--- src/rtl/operand_gather.sv ---
// operand_gather: packs WIDTH-bit words into 4-operand groups; issue 1 cycle after the 4th word, prod_valid LAT cycles after op_valid.
// Backpressure: in_ready drops only while a full group waits for credit. OPERAND_GATHER_LAST_PAD_EN enables in_last padding with 1s.
module operand_gather #(
   parameter int WIDTH   = 15,
   parameter int LAT     = 2,
   parameter int CREDITS = 4
) (
   input  logic             clk,
   input  logic             rst_n,
   input  logic [WIDTH-1:0] in_data,
   input  logic             in_valid,
   input  logic             in_last,
   output logic             in_ready,
   output logic [WIDTH-1:0] data_in1,
   output logic [WIDTH-1:0] data_in2,
   output logic [WIDTH-1:0] data_in3,
   output logic [WIDTH-1:0] data_in4,
   output logic             op_valid,
   output logic             prod_valid,
   input  logic             credit_ret,
   output logic             credit_err
);

   localparam int CW = $clog2(CREDITS + 1);

   typedef enum logic {COLLECT, FULL} state_t;

   state_t           state;
   logic [2:0]       cnt;
   logic [2:0]       cnt_nxt;
   logic [2:0]       cnt_base;
   logic [1:0]       widx;
   logic [WIDTH-1:0] slot     [4];
   logic [WIDTH-1:0] slot_nxt [4];
   logic [CW-1:0]    cred;
   logic [LAT-1:0]   lat_sr;
   logic             issue;
   logic             accept;

   assign issue    = (state == FULL) && (cred != '0);
   assign in_ready = (state == COLLECT) || issue;
   assign accept   = in_valid && in_ready;

`ifndef OPERAND_GATHER_LAST_PAD_EN
   logic in_last_unused;
   assign in_last_unused = in_last;
`endif

   // A word taken on an issue edge starts the next group in slot 0.
   always_comb begin
      slot_nxt = slot;
      cnt_base = issue ? 3'd0 : cnt;
      widx     = issue ? 2'd0 : cnt[1:0];
      cnt_nxt  = cnt_base;
      if (accept) begin
         slot_nxt[widx] = in_data;
         cnt_nxt        = cnt_base + 3'd1;
`ifdef OPERAND_GATHER_LAST_PAD_EN
         if (in_last) begin
            for (int i = 0; i < 4; i++) begin
               if (3'(i) >= cnt_nxt) slot_nxt[i] = {{(WIDTH-1){1'b0}}, 1'b1};
            end
            cnt_nxt = 3'd4;
         end
`endif
      end
   end

   always_ff @(posedge clk) begin
      if (!rst_n) begin
         state      <= COLLECT;
         cnt        <= 3'd0;
         slot       <= '{default: '0};
         cred       <= CW'(CREDITS);
         credit_err <= 1'b0;
         op_valid   <= 1'b0;
         lat_sr     <= '0;
         data_in1   <= '0;
         data_in2   <= '0;
         data_in3   <= '0;
         data_in4   <= '0;
      end else begin
         cnt      <= cnt_nxt;
         state    <= (cnt_nxt == 3'd4) ? FULL : COLLECT;
         slot     <= slot_nxt;
         op_valid <= issue;
         lat_sr   <= (lat_sr << 1) | LAT'(op_valid);
         if (issue) begin
            data_in1 <= slot[0];
            data_in2 <= slot[1];
            data_in3 <= slot[2];
            data_in4 <= slot[3];
         end
         if (credit_ret && !issue) begin
            if (cred < CW'(CREDITS)) cred <= cred + CW'(1);
            else                     credit_err <= 1'b1;
         end else if (issue && !credit_ret) begin
            cred <= cred - CW'(1);
         end
      end
   end

   assign prod_valid = lat_sr[LAT-1];

endmodule

--- config.mk ---
export PLATFORM = sky130hd
export DESIGN_NAME = operand_gather
export DESIGN_NICKNAME = d
export VERILOG_FILES = /design/src/rtl/operand_gather.sv
export SDC_FILE = /design/constraint.sdc
export NUM_CORES = 1
export LEC_CHECK = 0
export BUFFER_PORTS_ARGS = -buffer_cell sky130_fd_sc_hd__buf_2
export CAP_MARGIN = 20
export CORE_MARGIN = 2
export CORE_UTILIZATION = 25
export DETAILED_ROUTE_END_ITERATION = 8
export GPL_TIMING_DRIVEN = 0
export HOLD_SLACK_MARGIN = 0.08
export PLACE_DENSITY = 0.41
export SETUP_SLACK_MARGIN = 0.1
export SYNTH_ARGS = -nofsm -noshare
export SYNTH_HDL_FRONTEND = slang
export SYNTH_SLANG_ARGS = --single-unit
--- constraint.sdc ---
create_clock -name clk -period 4 [get_ports clk]
set_input_delay 0.8 -clock clk [delete_from_list [all_inputs] [get_ports clk]]
set_output_delay 0.8 -clock clk [all_outputs]
set_load 0.005 [all_outputs]
==> metrics.md <==
| Metric | Value |
|---|---|
| Initial antenna violation count | 0 |
| Worst EP arrival | 3020 ps |
| Int Power | 2430 uW |
| Register area | 2620 sq um |
| Synth Warn # | 0 |
| Site row count | 53 |
| Crit path capture | state |
| Total track usage | 0.142 |
| Synth area leader | dfxtp_1 |
| Hold Path Cell Cnt | 1 |
| Hold-fix buffers, CTS | 0 |
| Dominant synthesized flop cell | dfxtp_1 |
| Count of cell types in the netlist | 39 |
| DR vias/cell | 4.43 |
| Post-synth top area share | 0.499 |
| Worst path required time | 4300 ps |
| Post-synth EDFFs | 0 |
| Worst-path cell chain | buf_2 -> o31ai_1 -> buf_2 -> buf_1 -> nand2_1 -> inv_1 -> ha_1 -> nand2_1 -> o31ai_1 -> a221oi_2 -> o31a_1 |
| First-pass GRT wire length | 24.0 mm |
| Sequential element share of the synthesized area | 0.499 |
| Total of max-cap violations | 0 |
| P_sw | 746 uW |
| Core area | 20800 sq um |
| Register-to-Register Path Depth | 11 |
| PortBufs | 81 |
| Die H | 149 um |
| Setup violations, final | 0 |
| Reg power frac | 0.432 |
| RSZ-0062 raised after global routing | false |
| CTS Buf Count | 17 |
| Ys async rst share | 0 |
| Worst Skew | 8.48 ps |
| Starting Density | 0.253 |
| Fmax | 368 MHz |
| Largest net degree at the start of global routing | 17 |
| Critical path fanouts, max | 10 |
| TritonCTS clock tree | done |
| Final setup TNS | 0 ps |
| Longest Clk Path Bufs | 2 |
| Slowest-stage cell, CP | buf_1 |
| CTS sink cnt | 131 |
| Headroom to the max-slew limit | 0.456 |
| Top delay family on crit path | buffers and inverters |
| Root Buffer | clkbuf_16 |
| Post-DP Area | 6010 sq um |
| Layout Nets | 734 |
| Dpl cells | 964 |
| Element type at the critical path end | register |
| Min Tclk post-route | 2710 ps |
| Syn Nets | 634 |
| Clk_lat worst skew | 420 ps |
| Final period utilization | 0.679 |
| Synth area leaders | dfxtp_1 50%, nand2_1 13%, a21boi_0 8.6%, o21ai_2 7.5%, nand3_1 5.7% |
| Finished Layout Cells | 996 |
| Multi-input logic area | 2340 sq um |
| Synthesized instance count | 608 |
| Antenna Cells | 0 |
| Max VDD drop | 0.191 mV |
| First-pass detailed-route iteration total | 4 |
| H-tree levels | 4 |
| Fillcell total | 2238 |
| Critical Path Source Type | register |
| Grt ovf | 0 |
| Slew @ Worst Pin | 816 ps |
| Post-synthesis area per instance | 8.65 sq um |
| DP HPWL | 10.9 mm |
| Synth Cell Area | 5260 sq um |
| Routed wire length | 15.1 mm |
| Top post-synthesis cells by count | 188 x nand2_1, 131 x dfxtp_1, 60 x a21boi_0, 60 x nand3_1, 45 x o21ai_2 |
| Reg-to-reg startpoint | cred[0] |
| Post-Layout Inst Area | 6610 sq um |
| Worst Setup SP | cred[0] |
| Die width | 149 um |
| Routability cong. | 0.786 |
| Max stage delay on crit path | 390 ps |
| Comb power frac | 0.074 |
| Max Slew Vio Count | 0 |
| Most common cell in the synthesized netlist | nand2_1 |
| Vias post-DR | 4412 |
| Hold Fails Final Rpt | 0 |
| Post-CTS Resized | 0 |
| Pwr/cell area | 480 nW/um^2 |
| CTS clk-pin slew, worst paths | 50 ps |
| Postcts setup bufs | 0 |
| Antenna-violating nets left | 0 |
| Wire per inst | 15.2 um |
| Flop-to-flop setup slack | 1290 ps |
| Net Sw Frac | 0.235 |
| Layout cells sized above 1 | 0.247 |
| CP Class | register to register |
| Vias in the first global route | 4471 |
| #FFs+latches synth | 131 |
| Starting DRT DRC Count | 238 |
| Crit. path cell count | 11 |
| Worst flop-to-flop path endpoint | state |
| Top Ports | 84 |
| Overall Power | 3170 uW |
| LEAKAGE | 0.00252 uW |
| Area Growth Syn to Fin | 25.7% |
| Die footprint | 22200 sq um |
| Bufs and invs on worst path | 4 |
| DRC errors left | 0 |
| Final hold slack | 432 ps |
| Outcome | complete, no violations |
| Clock share of power | 0.494 |
| Hold WC Path Type | register to register |
==> power groups by stage <==
stage	sequential [uW]	combinational (uW)	clock, uW
finish	1370	235	1570
global route	1370	259	1680
CTS	1370	237	1610
detailed placement	1400	235	0
global placement	1400	231	0
floorplan	1390	164	0
==> worst register-to-register path: cells and delay by family (launching register included) <==
| family | cells | cell delay, ps |
|---|---|---|
| AO/OA/AOI/OAI | 4 | 780 |
| adder cells (fa/ha/maj) | 1 | 180 |
| buffers and inverters | 4 | 1050 |
| flip-flops | 1 | 320 |
| AND/OR/NAND/NOR | 2 | 270 |
==> flip-flops by register name, summed over array words and instances (netlist names) <==
register and cells:
slot 60, data_in1 15, data_in2 15, data_in3 15, data_in4 15, cnt 3
cred 3, lat_sr 2, credit_err 1, op_valid 1, state 1
==> final cells by class <==
class | count | area share
Multi-Input combinational cell | 420 | 0.354
Buffer | 53 | 0.0430
Inverter | 4 | 0.00227
Sequential cell | 131 | 0.397
Clock buffer | 24 | 0.0759
Timing Repair Buffer | 81 | 0.0613
Tap cell | 275 | 0.0521
Clock inverter | 8 | 0.0150
==> how the worst min path moves through the flow <==
stage,start,endpoint,slack [ps]
5_1_grt,lat_sr[0],lat_sr[1],450
3_3_place_gp,lat_sr[0],lat_sr[1],420
2_1_floorplan,lat_sr[0],lat_sr[1],410
4_1_cts,lat_sr[0],lat_sr[1],440
3_5_place_dp,lat_sr[0],lat_sr[1],420
6_report,lat_sr[0],lat_sr[1],430
==> metrics by stage <==
stage / setup WS, ps / utilization
2_1_floorplan: 1790 / -
3_3_place_gp: 1230 / 0.289
3_5_place_dp: 1210 / 0.289
4_1_cts: 1200 / 0.317
5_1_grt: 1000 / 0.317
6_report: 1290 / 0.317
==> metal layers <==
layer  GRT usage  up-vias  wire [um]
li1            -     2239          -
met1       0.180     2077       7130
met2       0.236       77       7170
met3      0.0355       19        595
met4      0.0514        0        245
met5           0        -          0
==> kinds of logic (layout without fill, tap and decap cells) <==
group | after synthesis | in the layout | synth area share
AND/OR/NAND/NOR | 271 | 271 | 0.221
buffers and inverters | 57 | 170 | 0.0568
XOR/XNOR | 1 | 1 | 0.00167
adder cells (fa/ha/maj) | 6 | 6 | 0.0157
flip-flops | 131 | 131 | 0.499
multiplexers | 3 | 3 | 0.00571
AO/OA/AOI/OAI | 139 | 139 | 0.200
==> layout by cell type, fill, tap and decap left out, types with 2 or more instances in the layout <==
cell,n
a21boi_0,60
a21oi_1,6
and2_1,3
and3_4,3
buf_1,11
buf_2,86
buf_6,10
bufinv_16,2
clkbuf_1,28
clkbuf_16,17
clkbuf_8,5
clkinv_2,3
clkinvlp_4,2
dfxtp_1,131
ha_1,5
inv_1,4
mux2i_1,3
nand2_1,188
nand3_1,60
nand3b_1,2
nor2_1,6
nor2b_1,2
o211ai_1,2
o21ai_0,16
o21ai_2,45
o31ai_1,2
Power figures use the tool's default switching activity.
